File: src/rtl/bka_multiword_sequencer.sv
// Wide add/sub over LIMBS x N bits, one limb per cycle through one Brent-Kung adder; done LIMBS+1 cycles after accept.
// No backpressure: start is honoured only in IDLE, and a start in RUN or DONE is dropped rather than queued.

module generic_BKA #(
  parameter int n = 64
) (
  input  logic [n-1:0] a,
  input  logic [n-1:0] b,
  input  logic         cin,
  output logic [n-1:0] sum,
  output logic         cout
);
  localparam int L = $clog2(n);

  logic [n-1:0] hp;
  logic [n-1:0] g;
  logic [n-1:0] p;

  always_comb begin
    hp   = a ^ b;
    p    = hp;
    g    = a & b;
    // cin is folded into bit 0, so g[i] becomes the carry out of bit i
    g[0] = g[0] | (hp[0] & cin);
    for (int l = 0; l < L; l++) begin
      for (int i = (2 << l) - 1; i < n; i += (2 << l)) begin
        g[i] = g[i] | (p[i] & g[i - (1 << l)]);
        p[i] = p[i] & p[i - (1 << l)];
      end
    end
    for (int l = L - 2; l >= 0; l--) begin
      for (int i = 3 * (1 << l) - 1; i < n; i += (2 << l)) begin
        g[i] = g[i] | (p[i] & g[i - (1 << l)]);
        p[i] = p[i] & p[i - (1 << l)];
      end
    end
    sum  = hp ^ {g[n-2:0], cin};
    cout = g[n-1];
  end
endmodule

module bka_multiword_sequencer #(
  parameter int N     = 64,
  parameter int LIMBS = 4
) (
  input  logic                 clk,
  input  logic                 rst_n,
  input  logic                 start,
  input  logic                 op_sub,
  input  logic                 cin_in,
  input  logic [N*LIMBS-1:0]   a,
  input  logic [N*LIMBS-1:0]   b,
  output logic                 busy,
  output logic                 done,
  output logic [N*LIMBS-1:0]   result,
  output logic                 cout,
  output logic                 overflow
);
  localparam int CW = $clog2(LIMBS);

  typedef enum logic [1:0] {IDLE, RUN, DONE} state_t;

  state_t                   state;
  state_t                   state_nxt;
  logic [LIMBS-1:0][N-1:0]  a_reg;
  logic [LIMBS-1:0][N-1:0]  b_reg;
  logic [LIMBS-1:0][N-1:0]  res_reg;
  logic [CW-1:0]            cnt;
  logic                     carry_reg;
  logic                     last;
  logic [N-1:0]             add_sum;
  logic                     add_cout;

  generic_BKA #(.n(N)) u_bka (
    .a    (a_reg[cnt]),
    .b    (b_reg[cnt]),
    .cin  (carry_reg),
    .sum  (add_sum),
    .cout (add_cout)
  );

  assign last   = (cnt == CW'(LIMBS - 1));
  assign busy   = (state != IDLE);
  assign done   = (state == DONE);
  assign result = res_reg;

  always_comb begin
    state_nxt = state;
    case (state)
      IDLE:    if (start) state_nxt = RUN;
      RUN:     if (last) state_nxt = DONE;
      DONE:    state_nxt = IDLE;
      default: state_nxt = IDLE;
    endcase
  end

  always_ff @(posedge clk) begin
    if (!rst_n) state <= IDLE;
    else        state <= state_nxt;
  end

  always_ff @(posedge clk) begin
    if (!rst_n) begin
      a_reg     <= '0;
      b_reg     <= '0;
      res_reg   <= '0;
      cnt       <= '0;
      carry_reg <= 1'b0;
      cout      <= 1'b0;
      overflow  <= 1'b0;
    end else begin
      case (state)
        IDLE: begin
          if (start) begin
            a_reg     <= a;
            // subtraction is a + ~b + 1, so only B and the initial carry change
            b_reg     <= op_sub ? ~b : b;
            carry_reg <= op_sub ? 1'b1 : cin_in;
            cnt       <= '0;
            res_reg   <= '0;
          end
        end
        RUN: begin
          res_reg[cnt] <= add_sum;
          carry_reg    <= add_cout;
          if (last) begin
            cout     <= add_cout;
            overflow <= (a_reg[LIMBS-1][N-1] == b_reg[LIMBS-1][N-1]) &&
                        (add_sum[N-1] != a_reg[LIMBS-1][N-1]);
          end else begin
            cnt <= cnt + 1'b1;
          end
        end
        default: ;
      endcase
    end
  end
endmodule

File: config.mk
export PLATFORM = sky130hd
export DESIGN_NAME = bka_multiword_sequencer
export DESIGN_NICKNAME = d
export VERILOG_FILES = /design/src/rtl/bka_multiword_sequencer.sv
export SDC_FILE = /design/constraint.sdc
export NUM_CORES = 2
export LEC_CHECK = 0
export CAP_MARGIN = 20
export CORE_AREA = 2 2 299 301
export DETAILED_ROUTE_END_ITERATION = 10
export DIE_AREA = 0 0 301 303
export DONT_BUFFER_PORTS = 1
export PLACE_DENSITY_LB_ADDON = 0.05
export SYNTH_ARGS = -nofsm -noshare
export SYNTH_HDL_FRONTEND = slang
export SYNTH_SLANG_ARGS = --single-unit
File: constraint.sdc
create_clock -name clk -period 5.3 [get_ports clk]
set_input_delay 0.53 -clock clk [delete_from_list [all_inputs] [get_ports clk]]
set_output_delay 0.53 -clock clk [all_outputs]
set_load 0.05 [all_outputs]
==> metrics list <==
* Total GRT Usage: 27.2%
- The setup check on the worst reg-to-reg path leaves a slack of 0.31 ns.
- Cell internal power was estimated by the tool at 10.9 mW.
- TritonCTS built the clock tree.
- Final setup margin: 0.305 ns
* Path type of the worst setup path: register to register
- Dominant combinational cell family by area after synthesis: compound AO/OA/AOI/OAI gates
- Result of the run: complete, but fails checks
- Among all cell types in the netlist, the one instantiated most often is nand2_1.
- Global route overflow: 0
- Cell types with the largest area share after synthesis: dfxtp_1 (44%), nand2_1 (8.5%), mux4_2 (8.1%), o211a_1 (7.2%), xnor2_1 (6.6%)
* Clk sink count: 775
* CTS root buf: clkbuf_16
- The floorplan step defined a die boundary enclosing 91,200 um2.
* Final setup vio count: 0
* Final hold violation count: 0
* Largest net degree at the start of global routing: 733
- The synthesized netlist devotes 19.6% of its cell area to compound gates.
* Final min period: 4.99 ns
- Top FF cell, synth: dfxtp_1
* Standby leakage power: 16.4 nW
- Average instance area after synthesis: 9.81 um2
- Of the total synthesized cell area, the portion taken by full adders, half adders and majority gates is ~4.2%.
* Simple-Gate Fraction of Synth Area: 13.5%
* Data required time at the worst endpoint: 5.82 ns
- Biggest fanout along the worst timing path: 27
* Max-cap viol count: 0
- First-pass iteration count of the detailed router: 6
- Highest achievable clock rate: approximately 200 MHz
- The detailed router placed 26,400 vias in this run.
* Cell area after synthesis: 35,500 um2
- The floorplan step set the die height to 303 um.
- Initial antenna violation count: 19
- Share of cells above drive strength 1: around a tenth
- Number of buffers between clock root and the deepest sink: 3
* CP startpoint kind: register
- First-pass GRT wire length: 183,000 um
* Total net switching power: 4.17 mW
- Detailed placement finished with a half-perimeter wire length of 94,000 um.
* Most numerous cell types in the synthesized netlist: nand2_1 (806), dfxtp_1 (775), clkbuf_1 (281)
* Fraction of synthesized cell area in xor and xnor cells: 7.08%
* Max Slew Vio Count: ~420
* Fin Setup TNS: 0 ns
- Initial drt markers: 2,247
- Insertion delay of the later-clocked pin in the worst-skew pair: 0.64 ns
- Initial Utilization: 40.4%
- The share of synthesized area in the top cell type comes to 43.7%.
- Between clock sinks in the finished design, the worst skew comes to 0.0262 ns.
* Via density per instance: around 5.6
- 777 I/O pins were placed.
* Nets in the synthesized netlist: around 4,200
- In this run, synthesis inferred 0 flip-flops with an integrated enable.
- CTS H-tree lvls: 3
- Setup repair after global routing missed its margin: false
- Peak ir drop on the vdd network: 0.245 mV
* Power density normalized to cell area: ~380 nW/um2
* Violated checks: slew limit
- Combinational group share of total power: 13.9%
* Share of flip-flops with an asynchronous set or reset: 0%
- The worst hold path belongs to the class input port to register.
- Clk slew on worst S/H paths: 0.06 ns
- Clock buffer count from CTS: 86
- In this run, synthesis produced a sequential element count of 775.
- Max_slew headroom: -102%
- Synth area leader: dfxtp_1
- Count of unresolved DRC violations after routing: 0
* WP data arrival: 5.52 ns
- For this run, the register share of the synthesized area comes to 43.7%.
- Final cycle utilization of the critical path: approximately 94%
* Clock share of power: between 40% and 50%
* Relative area change from synthesis to final layout: 11.3%
- Layout net count: 4,071
- Number of unique standard cell types used by synthesis: 45
* Final Routed Wirelength: 129,000 um
* Number of instances in the synthesized netlist: 3,620
- Global placement routability congestion: 0.882
- Routed WL per cell: 27.5 um
* Capturing element type of the critical path: register
* Part of the power in registers: 43.5%
- X dimension of the die: approximately 300 um
- Core Box Area: 88,000 um2
* Number of buffers inserted by port buffering: 0
- Fraction of synthesized area in multiplexers: under 10%
- Remaining antenna violation count after routing: 0
- At the pin with the least slew margin, the transition time is about 3.0 ns.
* Pre-CTS setup slack: between 0.04 and 0.05 ns
- In this run switching power makes up between 20% and 30% of total power.
* Via count of the first global-routing pass: 26,600
- Number of synthesis warnings: 0
- After floorplanning, the core was divided into between 100 and 150 placement rows.
placed cells by master (no fill, tap or decap), types with 6 or more instances in the layout:
cell type      synthesis  routed
a21o_1                16      16
dlygate4sd3_1          0      18
nor2b_1              216     216
o21ai_0               24      24
clkbuf_8               0      21
clkinv_2               0      16
nand4_1               10      10
nand3_1                6       6
a22oi_1              171     171
buf_4                  0      25
clkbuf_16              0      89
xnor2_1              268     268
fa_1                  33      33
bufinv_16              0      10
inv_1                 49      49
buf_12                 0       9
nor2_1                58      55
o21bai_1               6       6
a21oi_1               64      63
a22o_1                34      34
mux4_2               128     128
ha_1                  66      66
nand2_1              806     805
xor2_1                19      18
dfxtp_1              775     773
clkbuf_1             281      12
a21boi_0             256     256
diode_2                0      14
o211a_1              257     257
power by group through the flow:
stage               registers (mW)  clock network (mW)  logic, mW
global route                  6.56                6.75       2.25
floorplan                     6.56                   0       1.50
detailed placement            6.66                   0       2.09
finish                        6.53                6.41       2.09
CTS                           6.54                6.52       2.11
global placement              6.65                   0       2.06
timing repair:
item,in CTS,in global routing
setup endpoints to repair,0,60
gates resized for setup,0,3
hold endpoints to repair,18,0
hold buffers,18,0
setup buffers,0,3
through the flow:
step	util [%]	instance area (um2)	power (mW)	hold slack, ns	instances
3_5_place_dp	41.1	36200	8.75	0.454	4510
2_1_floorplan	-	35500	8.06	0.440	3620
4_1_cts	44.8	39400	15.2	0.000339	4684
6_report	44.9	39500	15.0	0.0370	4702
3_3_place_gp	41.1	36200	8.71	0.447	4510
5_1_grt	44.9	39500	15.6	0.0180	4700
critical path: stages, from the launching register on:
cell and delay (ns):
dfxtp_4 0.38, buf_4 0.42, mux4_2 0.61, ha_1 0.29
nor2b_1 0.18, o2111a_1 0.28, o211ai_1 0.23, a2111oi_2 0.53
o211ai_2 0.17, buf_12 0.16, o41ai_4 0.31, buf_4 0.21
a21oi_1 0.09, o21ai_1 0.24, fa_1 0.49, a22oi_1 0.21
nor2b_1 0.07
layout make-up:
type	instances	area, um2
inverters	50	188
repair buffers	54	601
clock buffers	121	2540
flip-flops and latches	775	15500
clock inverters	35	503
fillers	8443	48400
diodes	14	35.0
well taps	1165	1460
multi-input cells	2488	18700
worst paths after layout:
path                           startpoint                       end  depth (start not counted)
setup reg to reg      cnt[0]$_SDFFE_PN0P_  result[186]$_SDFFE_PN0P_                         16
setup / recovery      cnt[0]$_SDFFE_PN0P_  result[186]$_SDFFE_PN0P_                         16
hold reg to reg   a_reg[148]$_SDFFE_PN0P_   a_reg[148]$_SDFFE_PN0P_                          2
hold / removal                     a[243]   a_reg[243]$_SDFFE_PN0P_                          2
per-layer routing:
layer / vias up / global-route usage (%) / routed length (um)
met5: - / 0 / 80
li1: 12200 / - / -
met2: 819 / 50.8 / 68700
met3: 205 / 5.98 / 8340
met1: 13200 / 29.9 / 47800
met4: 12 / 10.1 / 4470
cells by family (layout without fill, tap and decap cells):
family | after synthesis | count (layout)
AO/OA/AOI/OAI | 860 | 860
XOR/XNOR | 287 | 287
adder cells (fa/ha/maj) | 99 | 99
buffers and inverters | 357 | 260
flip-flops | 775 | 775
multiplexers | 128 | 128
other | 0 | 14
AND/OR/NAND/NOR | 1114 | 1114
Note: power is estimated with default switching activity, not from simulation.
